==> config.mk <==
export PLATFORM = sky130hd
export DESIGN_NAME = poly_voice_alloc
export DESIGN_NICKNAME = d
export VERILOG_FILES = /design/src/rtl/vsynth_pkg.sv /design/src/rtl/voice_lru.sv /design/src/rtl/poly_voice_alloc.sv
export SDC_FILE = /design/constraint.sdc
export NUM_CORES = 1
export LEC_CHECK = 0
export CAP_MARGIN = 15
export CORE_MARGIN = 5
export CORE_UTILIZATION = 45
export CTS_BUF_LIST = sky130_fd_sc_hd__clkbuf_4
export CTS_CLUSTER_SIZE = 40
export DETAILED_ROUTE_END_ITERATION = 8
export PLACE_DENSITY_LB_ADDON = 0.05
export SYNTH_ARGS = -nofsm -noshare
export SYNTH_HDL_FRONTEND = slang
export SYNTH_HIERARCHICAL = 1
export SYNTH_SLANG_ARGS = --single-unit
==> constraint.sdc <==
create_clock -name clk -period 4.69 [get_ports clk]
set_input_delay 0.938 -clock clk [delete_from_list [all_inputs] [get_ports clk]]
set_output_delay 0.938 -clock clk [all_outputs]
set_load 0.01 [all_outputs]
==> src/rtl/vsynth_pkg.sv <==
// Shared MIDI constants, parser state type and status-byte helpers for the
// voice synthesiser blocks.
package vsynth_pkg;

  localparam logic [3:0] MIDI_NOTE_OFF = 4'h8;
  localparam logic [3:0] MIDI_NOTE_ON  = 4'h9;
  localparam logic [3:0] MIDI_CC       = 4'hB;
  localparam logic [3:0] MIDI_PROG     = 4'hC;
  localparam logic [3:0] MIDI_CHPRESS  = 4'hD;

  localparam logic [6:0] CC_ALL_SOUND_OFF = 7'd120;
  localparam logic [6:0] CC_ALL_NOTES_OFF = 7'd123;

  typedef enum logic [1:0] {
    IDLE,
    D1,
    D2
  } parser_state_t;

  // Program Change and Channel Pressure carry a single data byte.
  function automatic logic is_one_byte(input logic [3:0] kind);
    return (kind == MIDI_PROG) || (kind == MIDI_CHPRESS);
  endfunction

endpackage

==> src/rtl/voice_lru.sv <==
// LRU age tracker: ages stay a permutation of 0..VOICES-1, age 0 is the most
// recently touched voice and age VOICES-1 the steal candidate.
module voice_lru #(
  parameter int VOICES = 4,
  parameter int AGE_W  = $clog2(VOICES)
) (
  input  logic                    clk,
  input  logic                    rst,
  input  logic                    touch,
  input  logic [AGE_W-1:0]        touch_idx,
  output logic [AGE_W-1:0]        oldest_idx,
  output logic [AGE_W*VOICES-1:0] ages
);

  logic [AGE_W-1:0] age_q [VOICES];
  logic [AGE_W-1:0] touched_age;

  assign touched_age = age_q[touch_idx];

  // Every voice younger than the touched one ages by one; the touched voice
  // becomes the newest, which keeps the permutation intact.
  always_ff @(posedge clk) begin
    if (rst) begin
      for (int i = 0; i < VOICES; i++) age_q[i] <= AGE_W'(i);
    end else if (touch) begin
      for (int i = 0; i < VOICES; i++) begin
        if (AGE_W'(i) == touch_idx)
          age_q[i] <= '0;
        else if (age_q[i] < touched_age)
          age_q[i] <= age_q[i] + AGE_W'(1);
      end
    end
  end

  always_comb begin
    oldest_idx = '0;
    ages       = '0;
    for (int i = 0; i < VOICES; i++) begin
      ages[AGE_W*i +: AGE_W] = age_q[i];
      if (age_q[i] == AGE_W'(VOICES - 1)) oldest_idx = AGE_W'(i);
    end
  end

endmodule

==> src/rtl/poly_voice_alloc.sv <==
// MIDI byte-stream parser with running status and polyphonic voice allocation
// (retrigger, lowest free voice, LRU steal) for one selectable channel.
module poly_voice_alloc #(
  parameter int VOICES = 4,
  parameter int AGE_W  = $clog2(VOICES)
) (
  input  logic                  clk,
  input  logic                  rst,
  input  logic                  ce,
  input  logic [3:0]            channel,
  input  logic [7:0]            data,
  input  logic                  dv,
  output logic [6:0]            program_num,
  output logic [7*VOICES-1:0]   note_num,
  output logic [7*VOICES-1:0]   note_vel,
  output logic [VOICES-1:0]     voice_active
);

  import vsynth_pkg::*;

  parser_state_t state, state_n;
  logic [3:0]    kind_q;
  logic          match_q;
  logic [6:0]    byte1_q;

  logic accept, is_status, is_common, is_data, complete, exec;
  logic [6:0] arg1, arg2;

  assign accept    = ce && dv;
  assign is_status = data[7] && (data[7:4] != 4'hF);
  assign is_common = (data[7:3] == 5'b11110);
  assign is_data   = !data[7];

  always_ff @(posedge clk) begin
    if (rst) state <= IDLE;
    else     state <= state_n;
  end

  // Realtime bytes fall through every branch, so they never disturb framing.
  always_comb begin
    state_n  = state;
    complete = 1'b0;
    if (accept) begin
      if (is_status) begin
        state_n = D1;
      end else if (is_common) begin
        state_n = IDLE;
      end else if (is_data) begin
        case (state)
          D1: begin
            if (is_one_byte(kind_q)) complete = 1'b1;
            else                     state_n  = D2;
          end
          D2: begin
            complete = 1'b1;
            state_n  = D1;
          end
          default: ;
        endcase
      end
    end
  end

  always_ff @(posedge clk) begin
    if (rst) begin
      kind_q  <= '0;
      match_q <= 1'b0;
      byte1_q <= '0;
    end else begin
      if (accept && is_status) begin
        kind_q  <= data[7:4];
        match_q <= (data[3:0] == channel);
      end
      if (accept && is_data && (state == D1)) byte1_q <= data[6:0];
    end
  end

  // A one-byte message completes in D1, so its argument is the live byte.
  assign arg1 = (state == D1) ? data[6:0] : byte1_q;
  assign arg2 = data[6:0];
  assign exec = complete && match_q;

  logic note_on_go, note_off_go, all_off_go, prog_go;

  assign note_on_go  = exec && (kind_q == MIDI_NOTE_ON) && (arg2 != 7'd0);
  assign note_off_go = exec && ((kind_q == MIDI_NOTE_OFF) ||
                                ((kind_q == MIDI_NOTE_ON) && (arg2 == 7'd0)));
  assign all_off_go  = exec && (kind_q == MIDI_CC) &&
                       ((arg1 == CC_ALL_SOUND_OFF) || (arg1 == CC_ALL_NOTES_OFF));
  assign prog_go     = exec && (kind_q == MIDI_PROG);

  logic [6:0]        num_q [VOICES];
  logic [6:0]        vel_q [VOICES];
  logic [VOICES-1:0] active_q;
  logic [6:0]        program_q;

  logic [VOICES-1:0] hit;
  logic              hit_any, free_any;
  logic [AGE_W-1:0]  hit_idx, free_idx, oldest_idx, sel;
  logic [AGE_W*VOICES-1:0] lru_ages_unused;

  // Descending scan so the lowest matching / free index wins.
  always_comb begin
    hit      = '0;
    hit_any  = 1'b0;
    hit_idx  = '0;
    free_any = 1'b0;
    free_idx = '0;
    for (int i = VOICES - 1; i >= 0; i--) begin
      hit[i] = active_q[i] && (num_q[i] == arg1);
      if (hit[i]) begin
        hit_any = 1'b1;
        hit_idx = AGE_W'(i);
      end
      if (!active_q[i]) begin
        free_any = 1'b1;
        free_idx = AGE_W'(i);
      end
    end
    sel = hit_any ? hit_idx : (free_any ? free_idx : oldest_idx);
  end

  voice_lru #(
    .VOICES (VOICES),
    .AGE_W  (AGE_W)
  ) u_lru (
    .clk        (clk),
    .rst        (rst),
    .touch      (note_on_go),
    .touch_idx  (sel),
    .oldest_idx (oldest_idx),
    .ages       (lru_ages_unused)
  );

  always_ff @(posedge clk) begin
    if (rst) begin
      for (int i = 0; i < VOICES; i++) begin
        num_q[i] <= '0;
        vel_q[i] <= '0;
      end
      active_q  <= '0;
      program_q <= '0;
    end else begin
      if (note_on_go) begin
        num_q[sel]    <= arg1;
        vel_q[sel]    <= arg2;
        active_q[sel] <= 1'b1;
      end
      if (note_off_go) begin
        for (int i = 0; i < VOICES; i++) begin
          if (hit[i]) begin
            vel_q[i]    <= '0;
            active_q[i] <= 1'b0;
          end
        end
      end
      if (all_off_go) begin
        for (int i = 0; i < VOICES; i++) vel_q[i] <= '0;
        active_q <= '0;
      end
      if (prog_go) program_q <= arg1;
    end
  end

  always_comb begin
    note_num = '0;
    note_vel = '0;
    for (int i = 0; i < VOICES; i++) begin
      note_num[7*i +: 7] = num_q[i];
      note_vel[7*i +: 7] = vel_q[i];
    end
  end

  assign voice_active = active_q;
  assign program_num  = program_q;

endmodule

Yosys cells after proc, flatten, opt, wreduce, memory -nomap -nowiden --
Memories as Yosys holds them, arrays and structs flattened. Cells that the tools add are included.
Storage, ports and cells: register bits after elaboration 25, output and inout bits 67, logic and storage cells 212, memories 3, bits in writable memories 64
Memories:
- num_q | words 4, bits a word 7, rd ports 4, clocked after Yosys merged registers in 0, wr ports 4, RTL line poly_voice_alloc.sv:92 | logic [6:0] num_q [VOICES];
- vel_q | words 4, bits a word 7, rd ports 4, clocked after Yosys merged registers in 0, wr ports 4, RTL line poly_voice_alloc.sv:93 | logic [6:0] vel_q [VOICES];
- u_lru.age_q | words 4, bits a word 2, rd ports 5, clocked after Yosys merged registers in 0, wr ports 4, RTL line voice_lru.sv:15 | logic [AGE_W-1:0] age_q [VOICES];
Cells by class: reductions and logical operators 30, multiplexer cells 122, bitwise operators 17, $lt $le $gt $ge 6, $add $sub $neg 4, eq/ne operators 24
Operators with widths (count):
- $mux W1 | 80
- $mux W7 | 11
- $mux W2 | 26
- $eq A7 B7 Y1 | 4
- $eq A4 B4 Y1 const B | 5
- $logic_and A1 B1 Y1 | 18
- $or A1 B1 Y1 | 16
- $eq A7 B7 Y1 const B | 2
- $reduce_or A7 Y1 | 2
- $add A2 B1 Y2 const B | 4
- $eq A2 B2 Y1 const B | 4
- $lt A2 B2 Y1 | 4
- $mux W4 | 2
- $ne A4 B4 Y1 const B | 2
- $logic_not A7 Y1 | 1
- $reduce_bool A7 Y1 | 1
- $eq A5 B5 Y1 const B | 1
- $eq A2 B2 Y1 const A | 2
- $eq A4 B4 Y1 | 1
- $or A4 B4 Y4 | 1
- $pmux W2 S2 | 1
- $reduce_and A4 Y1 | 1
- $reduce_bool A4 Y1 | 1
- $logic_or A1 B1 Y1 | 3
- other kinds (10) | 10

Logic depth before layout (Yosys ltp) --
Gate-level depths: netlist of the first run.
depth in word-level cells 17, mapped depth 17

Hierarchy --
Netlist of the first run, hierarchy kept.
By module, submodules not included:
- poly_voice_alloc | area each 3916.3 um2, seq. area each 2182.1 um2, times used 1, cells each 347
- voice_lru | area each 704.4 um2, seq. area each 240.2 um2, times used 1, cells each 67

Worst setup path after synthesis of the first run --
No wires, ideal clock.
path type input-to-reg, from input data[3], to memory u_lru/age_q[0][0] in the netlist's numbering (enable), cell stages on the path 13, setup time 0.327 ns, arrival time 3.703 ns, required time 4.363 ns, path buffers 2, slack 0.660 ns, path through clkbuf_1 > mux2i_4 > xnor2_1 > nor4_2 > and2_2 > o311ai_4 > inv_4 > buf_2 > mux4_2 > inv_1 > ha_1 > or3b_2 > o21ai_0
RTL lines:
- start, declared | RTL line poly_voice_alloc.sv:11 | input logic [7:0] data,
- end, declared | RTL line voice_lru.sv:15

==> run_summary.xml, run 1 <==
<?xml version="1.0" encoding="UTF-8"?>
<metrics>
  <group name="sta">
    <metric name="rsz0062_at_grt" unit="">no</metric>
    <metric name="report.final.hold_viol_count" unit="">0</metric>
    <metric name="worst_slew_pin_slew" unit="ps">685</metric>
    <metric name="timing.final.crit_period" unit="ps">4130</metric>
    <metric name="final_critical_path_setup_slack" unit="ps">563</metric>
    <metric name="finClkSkew" unit="ps">22.6</metric>
    <metric name="finalSetupViolations" unit="">0</metric>
    <metric name="timing.setup.tns" unit="ps">0</metric>
    <metric name="slew_headroom" unit="%">53.7</metric>
    <metric name="slew_violations" unit="">0</metric>
    <metric name="hold_ws" unit="ps">493</metric>
    <metric name="max_freq" unit="MHz">242</metric>
    <metric name="period_share" unit="%">88.0</metric>
  </group>
  <group name="final_layout">
    <metric name="instances_no_fill" unit="">659</metric>
    <metric name="flow.area_growth_from_synthesis" unit="%">27.0</metric>
    <metric name="layout.filler_cells" unit="">882</metric>
    <metric name="final_net_count" unit="">543</metric>
    <metric name="antenna_cells" unit="">0</metric>
    <metric name="post_route_cells_drive_above_1_share" unit="%">15.9</metric>
  </group>
  <group name="logic_synthesis">
    <metric name="synthesis.area_per_instance" unit="um^2">11.2</metric>
    <metric name="yosys-top-cells-area" unit="">sky130_fd_sc_hd__edfxtp_1 (42%), sky130_fd_sc_hd__dfxtp_1 (11%), sky130_fd_sc_hd__nor2_1 (5.7%)</metric>
    <metric name="post_synth_edffs" unit="">64</metric>
    <metric name="share_of_synthesized_flip_flops_with_an_asynchronous_set_or_reset" unit="%">0</metric>
    <metric name="synth_top_cell_by_area" unit="">sky130_fd_sc_hd__edfxtp_1</metric>
    <metric name="synthDistinctLibCells" unit="">63</metric>
    <metric name="post-synth-top-area-fraction" unit="%">41.6</metric>
    <metric name="synth-seq-area-share" unit="%">52.4</metric>
    <metric name="yosysWarnings" unit="">6</metric>
    <metric name="postSynth.topFlopCell" unit="">sky130_fd_sc_hd__edfxtp_1</metric>
    <metric name="synth_area" unit="mm^2">0.00462</metric>
    <metric name="synth.most_common_cell" unit="">sky130_fd_sc_hd__nor2_1</metric>
    <metric name="number_of_standard_cells_after_synthesis" unit="">414</metric>
    <metric name="synthesized_flop_and_latch_total" unit="">89</metric>
    <metric name="mappedNetlistNets" unit="">439</metric>
    <metric name="synth_top_cells_by_count" unit="">sky130_fd_sc_hd__nor2_1 (70), sky130_fd_sc_hd__edfxtp_1 (64), sky130_fd_sc_hd__nand2_1 (26), sky130_fd_sc_hd__dfxtp_1 (25)</metric>
  </group>
  <group name="power">
    <metric name="power.combinational.fraction" unit="%">11.4</metric>
    <metric name="power.sequential.fraction" unit="%">58.8</metric>
    <metric name="power.density" unit="mW/mm^2">254</metric>
    <metric name="power.share.clock" unit="%">29.9</metric>
    <metric name="leakagePower" unit="nW">1.99</metric>
    <metric name="switch_pwr" unit="mW">0.376</metric>
    <metric name="switching_share" unit="%">25.3</metric>
    <metric name="power.internal" unit="mW">1.11</metric>
    <metric name="vdd_drop_max" unit="V">0.000198</metric>
    <metric name="final_total_pwr" unit="mW">1.49</metric>
  </group>
  <group name="critical_path">
    <metric name="worstPathCellList" unit="">ha_1, buf_4, mux2i_4, xnor2_1, nor4_1, a21oi_1, o21ai_2, nand2_1, inv_1, mux4_2, inv_1, ha_1, a21boi_2, o21ai_0</metric>
    <metric name="worst_ep_arrival_time" unit="ps">4250</metric>
    <metric name="worstPathBufferInverterCount" unit="">3</metric>
    <metric name="cp_slowest_cell" unit="">sky130_fd_sc_hd__mux2i_4</metric>
    <metric name="kind_of_critical_path" unit="">reg -&gt; reg</metric>
    <metric name="slowest_delay" unit="ps">550</metric>
    <metric name="critical_path.startpoint_type" unit="">register</metric>
    <metric name="path_max_fanout" unit="">17</metric>
    <metric name="crit_path_end_kind" unit="">register</metric>
    <metric name="worst_ep_required_time" unit="ps">4820</metric>
    <metric name="critPathTopFamily" unit="">multiplexers</metric>
  </group>
  <group name="detailed_routing">
    <metric name="vias_per_cell" unit="">5.29</metric>
    <metric name="firstDrtPassIters" unit="">5</metric>
    <metric name="average_detailed_routed_wire_length_per_instance" unit="um">17.8</metric>
    <metric name="first_iter_violations" unit="">191</metric>
    <metric name="final_antenna_net_count" unit="">0</metric>
    <metric name="wirelength" unit="mm">11.7</metric>
    <metric name="num_vias" unit="">3484</metric>
    <metric name="drc_errors" unit="">0</metric>
  </group>
  <group name="floorplanning">
    <metric name="core" unit="mm^2">0.0102</metric>
    <metric name="std_cell_rows" unit="">37</metric>
    <metric name="die_y" unit="um">111</metric>
    <metric name="dieWidth" unit="um">111</metric>
    <metric name="floorplan.initialDensity" unit="%">45.4</metric>
    <metric name="die_area" unit="mm^2">0.0124</metric>
    <metric name="boundaryPins" unit="">83</metric>
  </group>
  <group name="min_path">
    <metric name="hold_class" unit="">reg -&gt; reg</metric>
  </group>
  <group name="clock_network">
    <metric name="cts.reportedPaths.clkPinSlew" unit="ps">140</metric>
    <metric name="cts-root-to-sink-buffers" unit="">2</metric>
    <metric name="cts.htree.levels" unit="">3</metric>
    <metric name="insertion_delay" unit="ps">430</metric>
    <metric name="tritoncts_clock_tree" unit="">done</metric>
    <metric name="cts.repair.resized" unit="">0</metric>
    <metric name="postCtsSetupRepairBufs" unit="">0</metric>
    <metric name="numClockSinks" unit="">89</metric>
    <metric name="clk_root_buffer_cell" unit="">sky130_fd_sc_hd__clkbuf_4</metric>
    <metric name="cts_made_buffers" unit="">9</metric>
    <metric name="post_cts_hold_buffer_count" unit="">0</metric>
  </group>
  <group name="global_routing">
    <metric name="maximum_number_of_pins_on_one_net_before_global_route_repair" unit="">30</metric>
    <metric name="antenna_found_initial" unit="">0</metric>
    <metric name="grt_pass1_wl" unit="mm">19.3</metric>
    <metric name="overflow" unit="">0</metric>
    <metric name="grt_util_all_layers" unit="%">19.2</metric>
    <metric name="first_global_vias" unit="">3573</metric>
  </group>
  <group name="place">
    <metric name="post-dp-hpwl" unit="mm">8.78</metric>
    <metric name="gp_congestion" unit="">0.831</metric>
    <metric name="worst_case_setup_slack_after_placement" unit="ps">150</metric>
    <metric name="dpl.cell_count" unit="">642</metric>
    <metric name="io_buffer_count" unit="">82</metric>
  </group>
  <group name="job">
    <metric name="maxCapViolations" unit="">0</metric>
  </group>
  <group name="outcome">
    <metric name="status" unit="">finished clean</metric>
  </group>
</metrics>
power groups by stage:
stage	sequential, mW	combinational (mW)	clock (mW)
finish	0.874	0.169	0.444
global route	0.877	0.183	0.487
CTS	0.874	0.171	0.451
detailed placement	0.892	0.170	0
global placement	0.892	0.168	0
floorplan	0.897	0.0778	0
area by class of cell:
cell class | count | area (um^2) | share of cell area (%)
well taps | 136 | 170 | 2.90
flip-flops and latches | 89 | 2420 | 41.3
inverters | 22 | 85.1 | 1.45
clock buffers | 10 | 75.1 | 1.28
repair buffers | 109 | 1020 | 17.4
multi-input cells | 287 | 2020 | 34.5
clock inverters | 6 | 66.3 | 1.13
state kept, by name (all words and copies together) (netlist names):
name and flops:
vel_q 28, num_q 28, voice_active 4, state 2, match_q 1, u_lru/age_q 8, byte1_q 7, kind_q 4
program_num 7
path summary, 6_finish.rpt:
kind | startpoint | endpoint | slack (ps) | cells past startpoint
setup reg to reg | state[0] | u_lru/age_q[2][0] | 560 | 14
hold / removal | match_q | match_q | 490 | 2
setup / recovery | state[0] | u_lru/age_q[2][0] | 560 | 14
hold reg to reg | match_q | match_q | 490 | 2
cells by family after synthesis:
family	share of synthesized area [%]
compound gates	9.91
xor+xnor	6.26
fa+ha+maj	2.44
buf+inv	3.90
flops	52.4
mux	5.04
simple gates	20.0
cell usage in the layout (no fill, tap or decap), types with 3 or more instances in the layout:
cell type	netlist	layout
sky130_fd_sc_hd__nand2_1	26	26
sky130_fd_sc_hd__nor3_2	10	10
sky130_fd_sc_hd__or3_1	3	3
sky130_fd_sc_hd__nor2b_1	3	3
sky130_fd_sc_hd__ha_1	9	9
sky130_fd_sc_hd__nor3_1	11	11
sky130_fd_sc_hd__mux2i_1	3	3
sky130_fd_sc_hd__nand2b_1	10	10
sky130_fd_sc_hd__buf_4	0	27
sky130_fd_sc_hd__edfxtp_1	64	64
sky130_fd_sc_hd__nand4_1	4	4
sky130_fd_sc_hd__o21ai_0	9	9
sky130_fd_sc_hd__xor2_1	13	13
sky130_fd_sc_hd__a211oi_1	7	7
sky130_fd_sc_hd__clkbuf_4	0	10
sky130_fd_sc_hd__nand3_1	8	8
sky130_fd_sc_hd__nor4_1	5	4
sky130_fd_sc_hd__clkdlybuf4s50_1	0	82
sky130_fd_sc_hd__xnor2_1	20	20
sky130_fd_sc_hd__mux2i_4	7	7
sky130_fd_sc_hd__nor4_2	3	4
sky130_fd_sc_hd__inv_1	20	20
sky130_fd_sc_hd__a21oi_1	17	17
sky130_fd_sc_hd__nor2_1	70	70
sky130_fd_sc_hd__dfxtp_1	25	25
per-stage QoR:
step           instance area [um^2]  util (%)
4_1_cts                        5860      57.5
6_report                       5870      57.6
5_1_grt                        5870      57.6
3_3_place_gp                   5720      56.1
3_5_place_dp                   5720      56.1
2_1_floorplan                  4620         -
worst register-to-register path, delay by kind of cell, from the launching register on:
family,cells,cell delay [ps]
muxes,2,1050
AOI/OAI and AO/OA,4,750
buffers and inverters,3,560
and+or+nand+nor,2,510
adders and majority gates,2,420
DFF,1,400
xor gates and xnor gates,1,130
metal layers:
| metal | GRT usage (%) | wire length (um) | vias to the layer above |
|---|---|---|---|
| met5 | 0 | 0 | - |
| met4 | 3.41 | 89 | 0 |
| met3 | 5.27 | 671 | 8 |
| met2 | 30.8 | 5540 | 103 |
| met1 | 26.7 | 5410 | 1682 |
| li1 | - | - | 1691 |
No activity file was read; power rests on OpenSTA's default activity.
==> run 2, diff against run 1 <==
CORE_UTILIZATION = 53   (was 45)
CTS_BUF_LIST = sky130_fd_sc_hd__clkbuf_16   (was sky130_fd_sc_hd__clkbuf_4)
HOLD_SLACK_MARGIN = 0.08   (was not set)
==> run 2 against run 1 <==
Compared with the run above:
- first-iteration DRC count decreased by 8.9%
- count of clock-buffer cells in the layout decreased by 1
- global-route usage increased by 2.8 points
- flip-flop and latch count unchanged
- non-clock buffer count unchanged
- clock power increased by 48%
- total power increased by 15%
- critical path type unchanged
- critical endpoint is now u_lru/age_q[2][1]
==> run_summary.xml, run 2 (synthesis gave the netlist of run 1 again) <==
<?xml version="1.0" encoding="UTF-8"?>
<metrics>
  <group name="detailed_routing">
    <metric name="first_iter_violations" unit="">174</metric>
    <metric name="num_vias" unit="">3530</metric>
    <metric name="vias_per_cell" unit="">5.59</metric>
    <metric name="drc_errors" unit="">0</metric>
    <metric name="final_antenna_net_count" unit="">0</metric>
    <metric name="average_detailed_routed_wire_length_per_instance" unit="um">18.1</metric>
    <metric name="wirelength" unit="mm">11.4</metric>
    <metric name="firstDrtPassIters" unit="">4</metric>
  </group>
  <group name="final_layout">
    <metric name="layout.filler_cells" unit="">641</metric>
    <metric name="final_net_count" unit="">543</metric>
    <metric name="flow.area_growth_from_synthesis" unit="%">29.2</metric>
    <metric name="antenna_cells" unit="">0</metric>
    <metric name="post_route_cells_drive_above_1_share" unit="%">15.9</metric>
    <metric name="biggestRegsByFlops" unit="">num_q (28), vel_q (28), u_lru/age_q (8)</metric>
    <metric name="layout_common_cells" unit="">sky130_fd_sc_hd__clkdlybuf4s50_1 (82), sky130_fd_sc_hd__nor2_1 (70), sky130_fd_sc_hd__edfxtp_1 (64), sky130_fd_sc_hd__nand2_1 (26), sky130_fd_sc_hd__buf_4 (26)</metric>
    <metric name="final_common_cell" unit="">sky130_fd_sc_hd__clkdlybuf4s50_1</metric>
    <metric name="seq_area" unit="mm^2">0.00242</metric>
    <metric name="instances_no_fill" unit="">631</metric>
    <metric name="multi_input_comb_area" unit="mm^2">0.00202</metric>
  </group>
  <group name="sta">
    <metric name="worst_slew_pin_slew" unit="ps">1080</metric>
    <metric name="max_freq" unit="MHz">228</metric>
    <metric name="slew_violations" unit="">0</metric>
    <metric name="report.final.hold_viol_count" unit="">0</metric>
    <metric name="rsz0062_at_grt" unit="">no</metric>
    <metric name="finClkSkew" unit="ps">7.95</metric>
    <metric name="period_share" unit="%">93.4</metric>
    <metric name="timing.setup.tns" unit="ps">0</metric>
    <metric name="slew_headroom" unit="%">27.5</metric>
    <metric name="finalSetupViolations" unit="">0</metric>
    <metric name="timing.final.crit_period" unit="ps">4380</metric>
  </group>
  <group name="floorplanning">
    <metric name="boundaryPins" unit="">83</metric>
    <metric name="die_y" unit="um">103</metric>
    <metric name="die_area" unit="mm^2">0.0107</metric>
    <metric name="floorplan.initialDensity" unit="%">53.8</metric>
    <metric name="dieWidth" unit="um">103</metric>
    <metric name="std_cell_rows" unit="">34</metric>
    <metric name="core" unit="mm^2">0.00859</metric>
  </group>
  <group name="clock_network">
    <metric name="cts.htree.levels" unit="">3</metric>
    <metric name="post_cts_hold_buffer_count" unit="">0</metric>
    <metric name="cts.reportedPaths.clkPinSlew" unit="ps">70</metric>
    <metric name="cts-root-to-sink-buffers" unit="">2</metric>
    <metric name="cts.repair.resized" unit="">0</metric>
    <metric name="postCtsSetupRepairBufs" unit="">0</metric>
    <metric name="cts_made_buffers" unit="">9</metric>
    <metric name="tritoncts_clock_tree" unit="">done</metric>
    <metric name="insertion_delay" unit="ps">330</metric>
    <metric name="numClockSinks" unit="">89</metric>
    <metric name="clk_root_buffer_cell" unit="">sky130_fd_sc_hd__clkbuf_16</metric>
  </group>
  <group name="critical_path">
    <metric name="critPathTopFamily" unit="">multiplexers</metric>
    <metric name="worst_ep_required_time" unit="ps">4700</metric>
    <metric name="r2r_cells" unit="">15</metric>
    <metric name="path_max_fanout" unit="">9</metric>
    <metric name="kind_of_critical_path" unit="">reg -&gt; reg</metric>
    <metric name="cp_slowest_cell" unit="">sky130_fd_sc_hd__mux2i_4</metric>
    <metric name="worstPathBufferInverterCount" unit="">4</metric>
    <metric name="worstPathCellList" unit="">inv_1, ha_1, buf_12, mux2i_4, xnor2_1, nor4_2, a21oi_1, o21ai_2, nand2_1, inv_1, mux4_2, inv_1, ha_1, a21boi_2, o21ai_0</metric>
    <metric name="worst-r2r-setup-slack" unit="ps">310</metric>
    <metric name="crit_path_end_kind" unit="">register</metric>
    <metric name="critical_path.startpoint_type" unit="">register</metric>
    <metric name="critical_path.most_common_cell" unit="">sky130_fd_sc_hd__inv_1</metric>
    <metric name="stages_on_the_worst_setup_path" unit="">15</metric>
    <metric name="worst_ep_arrival_time" unit="ps">4390</metric>
    <metric name="slowest_delay" unit="ps">550</metric>
  </group>
  <group name="power">
    <metric name="vdd_drop_max" unit="V">0.000226</metric>
    <metric name="leakagePower" unit="nW">2.07</metric>
    <metric name="power.density" unit="mW/mm^2">285</metric>
  </group>
  <group name="global_routing">
    <metric name="antenna_found_initial" unit="">0</metric>
    <metric name="maximum_number_of_pins_on_one_net_before_global_route_repair" unit="">23</metric>
    <metric name="first_global_vias" unit="">3506</metric>
    <metric name="overflow" unit="">0</metric>
    <metric name="grt_pass1_wl" unit="mm">18.0</metric>
    <metric name="grt_util_all_layers" unit="%">22.1</metric>
  </group>
  <group name="job">
    <metric name="maxCapViolations" unit="">0</metric>
  </group>
  <group name="place">
    <metric name="dpl.cell_count" unit="">615</metric>
    <metric name="post-dp-hpwl" unit="mm">8.30</metric>
    <metric name="io_buffer_count" unit="">82</metric>
    <metric name="gp_congestion" unit="">0.899</metric>
  </group>
  <group name="min_path">
    <metric name="hold-path-cell-count" unit="">2</metric>
    <metric name="hold_class" unit="">reg -&gt; reg</metric>
  </group>
  <group name="outcome">
    <metric name="status" unit="">finished clean</metric>
  </group>
</metrics>
[run 2: worst register-to-register path: stages, from the launching register on]
cell and delay, ps:
sky130_fd_sc_hd__dfxtp_1 330, sky130_fd_sc_hd__inv_1 60, sky130_fd_sc_hd__ha_1 540, sky130_fd_sc_hd__buf_12 220, sky130_fd_sc_hd__mux2i_4 550, sky130_fd_sc_hd__xnor2_1 180
sky130_fd_sc_hd__nor4_2 310, sky130_fd_sc_hd__a21oi_1 160, sky130_fd_sc_hd__o21ai_2 150, sky130_fd_sc_hd__nand2_1 100, sky130_fd_sc_hd__inv_1 100, sky130_fd_sc_hd__mux4_2 490
sky130_fd_sc_hd__inv_1 160, sky130_fd_sc_hd__ha_1 260, sky130_fd_sc_hd__a21boi_2 170, sky130_fd_sc_hd__o21ai_0 280
[run 2: layout make-up]
type,count,area share (%)
clock buffers,9,3.77
clock inverters,7,0.733
inverters,22,1.42
multi-input cells,287,33.9
flip-flops and latches,89,40.6
well taps,108,2.26
repair buffers,109,17.3
[run 2: worst paths after layout]
path | start | endpoint
worst max register to register | state[1] | u_lru/age_q[2][1]
worst max-delay path | state[1] | u_lru/age_q[2][1]
worst min-delay path | byte1_q[0] | byte1_q[0]
worst min register to register | byte1_q[0] | byte1_q[0]
[run 2: power breakdown]
part | internal, mW | leakage [nW] | switching, mW | total (mW)
combinational | 0.0818 | 1.08 | 0.0898 | 0.172
clock | 0.359 | 0.143 | 0.299 | 0.658
sequential | 0.861 | 0.848 | 0.0136 | 0.874
total | 1.30 | 2.07 | 0.402 | 1.70
[run 2: per-stage QoR]
stage	util (%)	instance area (um^2)	hold slack (ps)	setup slack, ps	power [mW]
3_5_place_dp	66.4	5700	482	132	1.06
5_1_grt	69.5	5970	505	20.3	1.76
2_1_floorplan	-	4620	454	660	0.975
6_report	69.5	5970	489	307	1.70
4_1_cts	69.5	5970	491	312	1.71
3_3_place_gp	66.4	5700	472	264	1.06
[run 2: layer usage]
metal	track usage, %	part of all wire, %
met3	3.76	5.5
met1	30.5	45
met4	5.38	0.83
met2	36.4	48
met5	0	0
==> run 3, diff against run 2 <==
ABC_CLOCK_PERIOD_IN_PS = 4690   (was not set)
CORE_ASPECT_RATIO = 1.75   (was not set)
GPL_ROUTABILITY_DRIVEN = 0   (was not set)
==> run 3 against run 2 <==
Compared with the run above:
- count of clock-buffer cells in the layout did not move
- final area rose by 0.54%
- global-route usage rose by 0.52 points
- cell count rose by 1.4%
- sequential power barely moved
- critical path depth fell by 2
- wire length rose by 1.7%
- critical path type is now in -> reg
- largest cell class unchanged
==> run_summary.xml, run 3 (synthesis gave the netlist of run 1 again) <==
<?xml version="1.0" encoding="UTF-8"?>
<metrics>
  <group name="power">
    <metric name="power.internal" unit="mW">1.36</metric>
    <metric name="power.share.clock" unit="%">41.1</metric>
    <metric name="power.density" unit="mW/mm^2">295</metric>
    <metric name="switching_share" unit="%">23.4</metric>
    <metric name="switch_pwr" unit="mW">0.416</metric>
    <metric name="final_total_pwr" unit="mW">1.77</metric>
    <metric name="power.combinational.fraction" unit="%">9.6</metric>
    <metric name="vdd_drop_max" unit="V">0.000220</metric>
    <metric name="leakagePower" unit="nW">2.07</metric>
    <metric name="power.sequential.fraction" unit="%">49.3</metric>
  </group>
  <group name="final_layout">
    <metric name="antenna_cells" unit="">0</metric>
    <metric name="flow.area_growth_from_synthesis" unit="%">29.9</metric>
    <metric name="biggestRegsByFlops" unit="">num_q (28), vel_q (28), u_lru/age_q (8)</metric>
    <metric name="post_route_cells_drive_above_1_share" unit="%">15.9</metric>
    <metric name="final_net_count" unit="">543</metric>
    <metric name="layout.filler_cells" unit="">661</metric>
    <metric name="layout_common_cells" unit="">sky130_fd_sc_hd__clkdlybuf4s50_1 (82), sky130_fd_sc_hd__nor2_1 (70), sky130_fd_sc_hd__edfxtp_1 (64), sky130_fd_sc_hd__nand2_1 (26), sky130_fd_sc_hd__buf_4 (26)</metric>
    <metric name="instances_no_fill" unit="">640</metric>
    <metric name="final_common_cell" unit="">sky130_fd_sc_hd__clkdlybuf4s50_1</metric>
  </group>
  <group name="detailed_routing">
    <metric name="firstDrtPassIters" unit="">5</metric>
    <metric name="average_detailed_routed_wire_length_per_instance" unit="um">18.2</metric>
    <metric name="num_vias" unit="">3549</metric>
    <metric name="vias_per_cell" unit="">5.55</metric>
    <metric name="drc_errors" unit="">0</metric>
    <metric name="final_antenna_net_count" unit="">0</metric>
    <metric name="first_iter_violations" unit="">175</metric>
    <metric name="wirelength" unit="mm">11.6</metric>
  </group>
  <group name="sta">
    <metric name="rsz0062_at_grt" unit="">no</metric>
    <metric name="slew_headroom" unit="%">50.8</metric>
    <metric name="max_freq" unit="MHz">231</metric>
    <metric name="finClkSkew" unit="ps">8.83</metric>
    <metric name="slew_violations" unit="">0</metric>
    <metric name="period_share" unit="%">92.1</metric>
    <metric name="report.final.hold_viol_count" unit="">0</metric>
    <metric name="timing.final.crit_period" unit="ps">4320</metric>
    <metric name="finalSetupViolations" unit="">0</metric>
    <metric name="worst_slew_pin_slew" unit="ps">729</metric>
    <metric name="timing.setup.tns" unit="ps">0</metric>
    <metric name="final_critical_path_setup_slack" unit="ps">369</metric>
  </group>
  <group name="critical_path">
    <metric name="setup.worst_path.end" unit="">u_lru/age_q[2][0]</metric>
    <metric name="worst-r2r-setup-slack" unit="ps">450</metric>
    <metric name="critical_path.startpoint_type" unit="">primary input</metric>
    <metric name="crit_path_end_kind" unit="">register</metric>
    <metric name="slowest_delay" unit="ps">490</metric>
    <metric name="reg2reg_to" unit="">u_lru/age_q[2][0]</metric>
    <metric name="regToRegStartpoint" unit="">state[0]</metric>
    <metric name="kind_of_critical_path" unit="">in -&gt; reg</metric>
    <metric name="worstPathCellList" unit="">clkdlybuf4s50_1, mux2i_4, xnor2_1, nor4_1, a21oi_1, o21ai_2, nand2_1, inv_1, mux4_2, inv_1, ha_1, a21boi_2, o21ai_0</metric>
    <metric name="critPathLaunch" unit="">data[6]</metric>
    <metric name="worst_ep_required_time" unit="ps">4710</metric>
    <metric name="stages_on_the_worst_setup_path" unit="">13</metric>
    <metric name="path_max_fanout" unit="">10</metric>
    <metric name="critPathTopFamily" unit="">multiplexers</metric>
    <metric name="cp_slowest_cell" unit="">sky130_fd_sc_hd__mux4_2</metric>
    <metric name="worstPathBufferInverterCount" unit="">3</metric>
    <metric name="r2r_cells" unit="">14</metric>
    <metric name="worst_ep_arrival_time" unit="ps">4340</metric>
    <metric name="critical_path.most_common_cell" unit="">sky130_fd_sc_hd__inv_1</metric>
  </group>
  <group name="clock_network">
    <metric name="numClockSinks" unit="">89</metric>
    <metric name="tritoncts_clock_tree" unit="">done</metric>
    <metric name="cts.htree.levels" unit="">3</metric>
    <metric name="cts_made_buffers" unit="">9</metric>
    <metric name="postCtsSetupRepairBufs" unit="">0</metric>
    <metric name="clk_root_buffer_cell" unit="">sky130_fd_sc_hd__clkbuf_16</metric>
    <metric name="insertion_delay" unit="ps">340</metric>
    <metric name="post_cts_hold_buffer_count" unit="">0</metric>
    <metric name="cts-root-to-sink-buffers" unit="">2</metric>
    <metric name="cts.reportedPaths.clkPinSlew" unit="ps">70</metric>
    <metric name="cts.repair.resized" unit="">0</metric>
  </group>
  <group name="floorplanning">
    <metric name="die_area" unit="mm^2">0.0108</metric>
    <metric name="floorplan.initialDensity" unit="%">53.6</metric>
    <metric name="die_y" unit="um">134</metric>
    <metric name="core" unit="mm^2">0.00861</metric>
    <metric name="dieWidth" unit="um">80.6</metric>
    <metric name="std_cell_rows" unit="">45</metric>
    <metric name="boundaryPins" unit="">83</metric>
  </group>
  <group name="global_routing">
    <metric name="grt_pass1_wl" unit="mm">18.1</metric>
    <metric name="maximum_number_of_pins_on_one_net_before_global_route_repair" unit="">24</metric>
    <metric name="antenna_found_initial" unit="">0</metric>
    <metric name="first_global_vias" unit="">3523</metric>
    <metric name="overflow" unit="">0</metric>
    <metric name="grt_util_all_layers" unit="%">22.6</metric>
  </group>
  <group name="job">
    <metric name="maxCapViolations" unit="">0</metric>
  </group>
  <group name="place">
    <metric name="io_buffer_count" unit="">82</metric>
    <metric name="dpl.cell_count" unit="">623</metric>
    <metric name="worst_case_setup_slack_after_placement" unit="ps">59.0</metric>
    <metric name="post-dp-hpwl" unit="mm">8.91</metric>
  </group>
  <group name="outcome">
    <metric name="status" unit="">finished clean</metric>
  </group>
  <group name="min_path">
    <metric name="hold_class" unit="">reg -&gt; reg</metric>
  </group>
</metrics>
-- run 3: metrics by stage --
stage	area [um^2]	hold slack [ps]	util [%]
final	6000	486	69.7
after global routing	6000	517	69.7
after CTS	6000	488	69.6
after detailed placement	5690	479	66.1
after global placement	5690	473	66.1
after floorplan	4620	454	-
-- run 3: layout make-up --
| class | count | area (um^2) | share of cell area (%) |
|---|---|---|---|
| inverters | 22 | 85.1 | 1.42 |
| clock buffers | 9 | 225 | 3.75 |
| repair buffers | 109 | 1020 | 17.0 |
| multi-input cells | 287 | 2020 | 33.7 |
| well taps | 117 | 146 | 2.44 |
| clock inverters | 7 | 77.6 | 1.29 |
| flip-flops and latches | 89 | 2420 | 40.3 |
-- run 3: metal layers --
layer  share of wire, %  up-vias  GRT usage, %
li1                   -     1691             -
met1                 36     1710          23.8
met2                 55      114          41.1
met3                4.1       34          4.06
met4                4.8        0          12.3
met5                  0        -             0
-- run 3: power by group through the flow --
stage	combinational [mW]	sequential (mW)	clock, mW
after global routing	0.182	0.876	0.775
after CTS	0.171	0.875	0.734
after detailed placement	0.170	0.892	0
final	0.170	0.875	0.730
after global placement	0.167	0.891	0
after floorplan	0.0778	0.897	0
-- run 3: worst min-delay path by stage --
stage / start / to / slack [ps] / cells past startpoint
floorplan: match_q / match_q / 450 / 2
global placement: byte1_q[2] / byte1_q[2] / 470 / 2
detailed placement: byte1_q[0] / byte1_q[0] / 480 / 2
CTS: byte1_q[0] / byte1_q[0] / 490 / 2
global route: byte1_q[2] / byte1_q[2] / 520 / 2
finish: byte1_q[0] / byte1_q[0] / 490 / 2
-- run 3: tightest hold or removal path, stage by stage (launching register included) --
cell,delay (ps)
sky130_fd_sc_hd__dfxtp_1,330
sky130_fd_sc_hd__nand2_1,60
sky130_fd_sc_hd__a21oi_1,50
